===== src/rtl/bpred_pkg.sv =====
// ============================================================================
// Module  : bpred_pkg
// Purpose : Shared encodings and helpers for the branch predictor.
// Rev     : 1.0  initial release
// ============================================================================
`default_nettype none

package bpred_pkg;

  localparam logic [1:0] KIND_BR   = 2'd0;
  localparam logic [1:0] KIND_JAL  = 2'd1;
  localparam logic [1:0] KIND_JALR = 2'd2;
  localparam logic [1:0] KIND_RSVD = 2'd3;

  localparam logic [1:0] CTR_SNT = 2'b00;
  localparam logic [1:0] CTR_WNT = 2'b01;
  localparam logic [1:0] CTR_WT  = 2'b10;
  localparam logic [1:0] CTR_ST  = 2'b11;

  function automatic int clog2(input int value);
    int r;
    r = 0;
    while ((1 << r) < value) r = r + 1;
    return r;
  endfunction

endpackage

`default_nettype wire


===== src/rtl/bpred_ras.sv =====
// ============================================================================
// Module  : bpred_ras
// Purpose : Circular return-address stack; a push when full drops the oldest.
// Rev     : 1.0  initial release
// ============================================================================
`default_nettype none

module bpred_ras
  import bpred_pkg::*;
#(
  parameter int XLEN  = 32,
  parameter int DEPTH = 4
) (
  input  logic            clk,
  input  logic            rst_n,
  input  logic            push,
  input  logic            pop,
  input  logic [XLEN-1:0] push_data,
  output logic [XLEN-1:0] top,
  output logic            valid
);

  localparam int PTR_W = clog2(DEPTH);

  logic [XLEN-1:0]  r_mem [DEPTH];
  logic [PTR_W-1:0] r_ptr;
  logic [PTR_W:0]   r_count;

  logic             w_pop_ok;
  logic [PTR_W-1:0] w_ptr_base;
  logic [PTR_W:0]   w_count_base;
  logic [PTR_W-1:0] w_top_idx;

  // Pop is applied first so a simultaneous push replaces the top.
  always_comb begin
    w_pop_ok     = pop && (r_count != '0);
    w_ptr_base   = w_pop_ok ? (r_ptr - 1'b1) : r_ptr;
    w_count_base = w_pop_ok ? (r_count - 1'b1) : r_count;
    w_top_idx    = r_ptr - 1'b1;
  end

  always_ff @(posedge clk or negedge rst_n) begin
    if (!rst_n) begin
      r_ptr   <= '0;
      r_count <= '0;
      for (int i = 0; i < DEPTH; i++) r_mem[i] <= '0;
    end else if (push) begin
      r_mem[w_ptr_base] <= push_data;
      r_ptr             <= w_ptr_base + 1'b1;
      r_count           <= (w_count_base == (PTR_W+1)'(DEPTH)) ? w_count_base
                                                               : w_count_base + 1'b1;
    end else begin
      r_ptr   <= w_ptr_base;
      r_count <= w_count_base;
    end
  end

  assign top   = r_mem[w_top_idx];
  assign valid = (r_count != '0);

endmodule

`default_nettype wire


===== src/rtl/branch_predictor.sv =====
// ============================================================================
// Module  : branch_predictor
// Purpose : Direct-mapped BTB with 2-bit counters; optional RAS (BPRED_RAS_EN).
// Rev     : 1.0  initial release
// ============================================================================
`default_nettype none

module branch_predictor
  import bpred_pkg::*;
#(
  parameter int XLEN        = 32,
  parameter int BTB_ENTRIES = 16,
  parameter int RAS_DEPTH   = 4
) (
  input  logic            clk,
  input  logic            rst_n,
  input  logic [XLEN-1:0] pred_pc,
  output logic            pred_hit,
  output logic            pred_taken,
  output logic [XLEN-1:0] pred_target,
  input  logic            upd_valid,
  input  logic [XLEN-1:0] upd_pc,
  input  logic [1:0]      upd_kind,
  input  logic            upd_taken,
  input  logic [XLEN-1:0] upd_target,
  input  logic            upd_call,
  input  logic            upd_ret
);

  localparam int IDX_W = clog2(BTB_ENTRIES);
  localparam int TAG_W = XLEN - IDX_W - 2;

  logic [BTB_ENTRIES-1:0] r_valid;
  logic [TAG_W-1:0]       r_tag    [BTB_ENTRIES];
  logic [XLEN-1:0]        r_target [BTB_ENTRIES];
  logic [1:0]             r_kind   [BTB_ENTRIES];
  logic [1:0]             r_ctr    [BTB_ENTRIES];

  logic [IDX_W-1:0] w_pred_idx;
  logic [TAG_W-1:0] w_pred_tag;
  logic [1:0]       w_pred_kind;
  logic [XLEN-1:0]  w_pc_plus4;
  logic [IDX_W-1:0] w_upd_idx;
  logic [TAG_W-1:0] w_upd_tag;
  logic             w_upd_en;
  logic             w_upd_hit;
  logic [1:0]       w_ctr_cur;
  logic [1:0]       w_ctr_next;
  logic             w_ras_valid;
  logic [XLEN-1:0]  w_ras_top;
  logic             w_unused_pc;

  assign w_pred_idx  = pred_pc[IDX_W+1:2];
  assign w_pred_tag  = pred_pc[XLEN-1:IDX_W+2];
  assign w_pred_kind = r_kind[w_pred_idx];
  assign w_pc_plus4  = pred_pc + XLEN'(4);

  assign pred_hit   = r_valid[w_pred_idx] && (r_tag[w_pred_idx] == w_pred_tag);
  assign pred_taken = pred_hit && ((w_pred_kind != KIND_BR) || r_ctr[w_pred_idx][1]);

  always_comb begin
    pred_target = w_pc_plus4;
    if (pred_taken) begin
      if ((w_pred_kind == KIND_JALR) && w_ras_valid) pred_target = w_ras_top;
      else                                           pred_target = r_target[w_pred_idx];
    end
  end

  assign w_upd_idx = upd_pc[IDX_W+1:2];
  assign w_upd_tag = upd_pc[XLEN-1:IDX_W+2];
  assign w_upd_en  = upd_valid && (upd_kind != KIND_RSVD);
  assign w_upd_hit = r_valid[w_upd_idx] && (r_tag[w_upd_idx] == w_upd_tag);
  assign w_ctr_cur = r_ctr[w_upd_idx];

  always_comb begin
    w_ctr_next = w_ctr_cur;
    if (upd_taken && (w_ctr_cur != CTR_ST))        w_ctr_next = w_ctr_cur + 2'd1;
    else if (!upd_taken && (w_ctr_cur != CTR_SNT)) w_ctr_next = w_ctr_cur - 2'd1;
  end

  always_ff @(posedge clk or negedge rst_n) begin
    if (!rst_n) begin
      r_valid <= '0;
      for (int i = 0; i < BTB_ENTRIES; i++) begin
        r_tag[i]    <= '0;
        r_target[i] <= '0;
        r_kind[i]   <= KIND_BR;
        r_ctr[i]    <= CTR_WNT;
      end
    end else if (w_upd_en) begin
      if (w_upd_hit) begin
        if (upd_kind == KIND_BR) begin
          r_ctr[w_upd_idx] <= w_ctr_next;
          if (upd_taken) r_target[w_upd_idx] <= upd_target;
        end else begin
          r_target[w_upd_idx] <= upd_target;
          r_kind[w_upd_idx]   <= upd_kind;
        end
      end else if (upd_taken) begin
        // Not-taken misses never allocate, keeping cold branches out of the table.
        r_valid[w_upd_idx]  <= 1'b1;
        r_tag[w_upd_idx]    <= w_upd_tag;
        r_target[w_upd_idx] <= upd_target;
        r_kind[w_upd_idx]   <= upd_kind;
        r_ctr[w_upd_idx]    <= (upd_kind == KIND_BR) ? CTR_WT : CTR_ST;
      end
    end
  end

  assign w_unused_pc = &{1'b0, pred_pc[1:0], upd_pc[1:0]};

`ifdef BPRED_RAS_EN
  bpred_ras #(
    .XLEN  (XLEN),
    .DEPTH (RAS_DEPTH)
  ) u_ras (
    .clk       (clk),
    .rst_n     (rst_n),
    .push      (w_upd_en && upd_call),
    .pop       (w_upd_en && upd_ret),
    .push_data (upd_pc + XLEN'(4)),
    .top       (w_ras_top),
    .valid     (w_ras_valid)
  );
`else
  logic w_unused_ras;
  assign w_ras_valid  = 1'b0;
  assign w_ras_top    = '0;
  assign w_unused_ras = &{1'b0, upd_call, upd_ret, (RAS_DEPTH > 0)};
`endif

endmodule

`default_nettype wire

===== config.mk =====
export PLATFORM = sky130hd
export DESIGN_NAME = branch_predictor
export DESIGN_NICKNAME = d
export VERILOG_FILES = /design/src/rtl/bpred_pkg.sv /design/src/rtl/bpred_ras.sv /design/src/rtl/branch_predictor.sv
export SDC_FILE = /design/constraint.sdc
export NUM_CORES = 2
export LEC_CHECK = 0
export CORE_MARGIN = 4
export CORE_UTILIZATION = 50
export CTS_BUF_LIST = sky130_fd_sc_hd__clkbuf_8
export CTS_CLUSTER_SIZE = 10
export DETAILED_ROUTE_END_ITERATION = 6
export DONT_BUFFER_PORTS = 1
export PLACE_DENSITY = 0.7
export SYNTH_ARGS = -nofsm -noshare
export SYNTH_HDL_FRONTEND = slang
export SYNTH_SLANG_ARGS = --single-unit

===== constraint.sdc =====
create_clock -name clk -period 17.7 [get_ports clk]
set_clock_uncertainty 0.2 [all_clocks]
set_input_delay 3.54 -clock clk [delete_from_list [all_inputs] [get_ports clk]]
set_output_delay 3.54 -clock clk [all_outputs]
set_load 0.01 [all_outputs]

; ---- Yosys cells after proc, flatten, opt, wreduce, memory -nomap -nowiden
; Index checks and enable logic that the tools add are counted.
[totals]
mem_count = 0
latchBits = 0
register_bits = 1008
word_cells = 149
mem_bits_rw = 0
romBits = 0
in_bits = 104
out_inout_bits = 34
[op_classes]
n_eq_ne = 6
n_div = 0
shifts = 0
mux = 48
multipliers = 0
reduce_logical = 17
bitwise_logic = 4
addsub = 3
order_cmp = 6
[ops]
columns = operator, count
row1 = $mux 512, 3
row2 = $bwmux 512, 1
row3 = $bwmux 416, 1
row4 = $mux 32, 10
row5 = $bmux 26 s4, 2
row6 = $mux 26, 5
row7 = $bmux 32 s4, 1
row8 = $demux 32 s4, 1
row9 = $demux 26 s4, 1
row10 = $bwmux 32, 3
row11 = $eq 26x26->1, 2
row12 = $add 32x3->32 const B, 1
row13 = $bmux 2 s4, 3
row14 = $mux 2, 9
row15 = $or 16x16->16, 1
row16 = $ge 5x5->1 const B, 2
row17 = $lt 4x5->1 const B, 2
row18 = $not 4->5, 2
row19 = $reduce_and 3->1, 3
row20 = $bmux 1 s4, 2
row21 = $demux 2 s4, 1
row22 = $logic_and 1x1->1, 8
row23 = $ne 2x2->1 const B, 3
row24 = $reduce_bool 2->1, 3
row25 = 11 further kinds, 14

; ---- Logic depth before layout (Yosys ltp)
[depth]
word_depth = 11
ltp_mapped = 18
depth_no_buf = 11

; ---- Least setup slack after synthesis
; Ideal clock, no wire load.
[synth_path]
path_type = input to output
startpoint = in pred_pc[3]
endpoint = out pred_target[23]
path_buffers = 6
path_stages = 13
arrival_ns = 7.094
setup_slack_ns = 6.866
required_ns = 13.960
cell_sequence = buf_2 buf_1 buf_1 clkbuf_1 mux4_2 mux4_2 xnor2_1 nand3_1 nor4_2 nor2b_1 buf_4 buf_6 mux2_2
[synth_via]
elab_chain_len = 8
elab_cells_between_ends = 22
cone_classes = 1 x add/sub / 1 x eq/ne / 15 x mux / 1 x bitwise / 4 x reduce/logical
[synth_lines]
columns = item, line
row1 = from (decl), branch_predictor.sv:17  ; input logic [XLEN-1:0] pred_pc,
row2 = $not 4->5 (implied by the code), branch_predictor.sv:58  ; assign pred_hit = r_valid[w_pred_idx] && (r_tag[w_pred_idx] == w_pred_tag);
row3 = $bmux 26 s4, branch_predictor.sv:58
row4 = $mux 26 (implied by the code) (2 in a row), branch_predictor.sv:58
row5 = $eq 26x26->1, branch_predictor.sv:58
row6 = $logic_and 1x1->1 *, branch_predictor.sv:58
row7 = via pred_hit, branch_predictor.sv:18  ; output logic pred_hit,
row8 = $logic_and 1x1->1 *, branch_predictor.sv:59  ; assign pred_taken = pred_hit && ((w_pred_kind != KIND_BR) || r_ctr[w_pred_idx][1]);
row9 = via pred_taken, branch_predictor.sv:19  ; output logic pred_taken,
row10 = $mux 32 *, branch_predictor.sv:63  ; if (pred_taken) begin
row11 = to (decl), branch_predictor.sv:20  ; output logic [XLEN-1:0] pred_target,
; Mark *: on every way through the listed nets, which the timed path passes. The rest lies on a longest branch. The select of a mux whose other input is x is not followed.

; ---- Final worst setup path
[layout_path]
startpoint = in pred_pc[2]
endpoint = out pred_target[5]
[layout_via]
elab_chain_len = 8
elab_cells_between_ends = 22
cone_classes = 1 x add/sub / 1 x eq/ne / 15 x mux / 1 x bitwise / 4 x reduce/logical
[layout_lines]
columns = item, line
row1 = $not 4->5 (implied by the code), branch_predictor.sv:58
row2 = $bmux 26 s4, branch_predictor.sv:58
row3 = $mux 26 (implied by the code) (2 in a row), branch_predictor.sv:58
row4 = $eq 26x26->1, branch_predictor.sv:58
row5 = $logic_and 1x1->1 *, branch_predictor.sv:58
row6 = via pred_hit, branch_predictor.sv:18
row7 = $logic_and 1x1->1 *, branch_predictor.sv:59
row8 = $mux 32 *, branch_predictor.sv:63
; Marks and branches as above.

==> qor.yml <==
status: "completed"
portBuffers: 0
rsz0062_at_grt: "false"
yosys-top-cells-area: "dfrtp_1, mux2_2, mux4_2, mux2i_1, mux2_1"
setup_viol: 0
vias: 31546
tightest_slew_ps: 1230
area_growth_pct: 8.00
multiInputGateArea_mm2: 0.0251
cts.sinks: 1008
wl_per_cell_um: 28.9
nets: 3475
power_w: 0.00604
seqCellArea_mm2: 0.0252
grt_first_pass_wirelength_um: 213000
slowest_stage: "nor2b_4"
relSlewSlack_pct: 18.0
netlist_area_mm2: 0.0518
ctsHoldBuffers: 0
post_dp_cell_area_mm2: 0.0524
fp.coreArea_mm2: 0.102
max_freq_mhz: 85.1
place_hpwl_um: 77400
cts-root-buf: "clkbuf_8"
synth.most_common_cell: "dfrtp_1"
final_cell_area_mm2: 0.0560
end_kind: "primary output"
hp-class: "reg -> reg"
yosys-top-cells-count: "dfrtp_1, mux2_2, mux4_2"
cp.required_ps: 13960
grt_use_met3_pct: 6.56
gr-max-usage-layer: "met2"
hold_viol: 0
cts_resized: 0
drc: 0
crit_top_cell: "mux4_2"
path_cells: "mux4_2, mux4_2, xnor2_1, nand4_1, or4_1, nor4_2, nor2b_4, mux2_2"
insertion_delay_ps: 830
met2_usage_pct: 39.6
synth_edf_count: 0
fillers: 8195
die-height_um: 330
cts_made_buffers: 168
syn_nets: 3577
postSynthCellCount: 3470
htree_levels: 4
tns_ps: 0
yosys_warnings: 0
p_leak_nw: 24.4
final_util_pct: 54.7
async_flop_share_pct: 100
cp_slowest_stage_delay_ps: 1060
slew_viol_final: 0
vdd_drop_max_uv: 64.6
p_per_area_mw_per_mm2: 108
clock_path_buffers: 3
gp_congestion: 0.871
grt_max_degree: 1009
critPathMaxFanout: 256
drive_above_1_share_pct: 46.4
postCtsSetupRepairBufs: 0
ant_nets: 0
maxCapViolCount: 0
synth-main-ff-cell: "dfrtp_1"
first_global_vias: 32674
initial_core_util_pct: 50.7
firstDrtPassIters: 6
worstSetupPathType: "in -> out"
grt_use_total_pct: 26.2
fin_crit_sh_pct: 66.4
die_w_um: 330
drt_iter0_markers: 3047
cp-start-kind: "primary input"
path_clk_slew_ps: 50
rows: 117
cts_tree: "yes"
vias_per_cell: 6.48
yosysTopAreaCell: "dfrtp_1"
avgSynthCellArea_um2: 14.9
totalWireLength_um: 141000
ys_types: 76
post-route-min-period_ps: 11750
grt_antenna_before_repair: 4
grt_use_met1_pct: 37.8
crit_arrival_ps: 8010
pin_count: 138
dieArea_mm2: 0.109
synth_top_area_share_pct: 47.9
synth_seq_cells: 1008
yosysSeqAreaShare_pct: 48.7
grt_overflow: 0
-- where the power goes --
part	switching [W]	internal [W]	total (W)
registers	0.000242	0.00271	0.00295
clock network	0.000962	0.00111	0.00207
logic	0.000378	0.000646	0.00102
-- path summary, 6_finish.rpt --
kind	from	end	slack, ps	cells after the start
worst min register to register	r_ctr[0]$_DFFE_PN1P_	r_ctr[0]$_DFFE_PN1P_	260	2
max in group asynchronous	rst_n	r_tag[313]$_DFFE_PN0P_	13090	2
worst max register to register	r_tag[108]$_DFFE_PN0P_	r_target[490]$_DFFE_PN0P_	12490	10
worst min-delay path	r_ctr[0]$_DFFE_PN1P_	r_ctr[0]$_DFFE_PN1P_	260	2
min in group asynchronous	rst_n	r_target[494]$_DFFE_PN0P_	2210	0
worst max-delay path	pred_pc[2]	pred_target[5]	5950	8
-- worst max-delay path: cells and delay by family --
kind	cells	cell delay, ps
simple gates	4	2330
xor+xnor	1	150
mux	3	1650
-- metrics by stage --
step / hold slack (ps) / instances / worst slack (ps)
finish: 264 / 4871 / 5950
global route: 283 / 4871 / 6030
CTS: 266 / 4863 / 6050
detailed placement: 258 / 4561 / 6060
global placement: 254 / 4561 / 6090
floorplan: 242 / 3470 / 6870
-- cells by family after synthesis --
kind of cell / count (synthesis) / synth area share, %
compound gates: 247 / 3.64
xor+xnor: 76 / 1.28
fa+ha+maj: 3 / 0.0724
buf+inv: 346 / 3.22
flops: 1008 / 48.7
mux: 1481 / 40.1
simple gates: 309 / 2.94
-- cell type report --
type / count / share of cell area, %
well taps: 1368 / 3.06
repair buffers: 41 / 0.728
multi-input cells: 2116 / 44.8
clock inverters: 90 / 0.880
diodes: 3 / 0.0134
clock buffers: 212 / 5.21
flip-flops and latches: 1008 / 45.1
inverters: 33 / 0.221
-- flip-flops by register name (all words and copies together) (netlist names) --
register	cells
r_tag	416
r_kind	32
r_ctr	32
r_valid	16
r_target	512
-- layer usage --
metal / vias up / wire length, um / share of wire [%]
met4: 0 / 4140 / 2.9
li1: 12996 / - / -
met5: - / 0 / 0
met3: 261 / 12100 / 8.6
met2: 1178 / 63900 / 45
met1: 17111 / 60900 / 43
-- layout by cell type, fill, tap and decap left out, types with 13 or more instances in the layout --
cell       instances
buf_4             36
a2bb2oi_1         13
nand4_1           13
nor2_1            39
clkbuf_8         212
nand2_1          132
mux2_2           883
a21o_1            29
nand3_1           24
o22ai_1           21
o21ai_0           37
dfrtp_1          992
nor3_1            20
a22oi_1           20
clkinv_2          19
mux2i_1          123
a21oi_1           31
mux2_1            94
inv_1             86
or2_2             13
mux4_2           381
xor2_1            18
dfstp_2           16
xnor2_1           58
(Power assumes the default switching activity.)
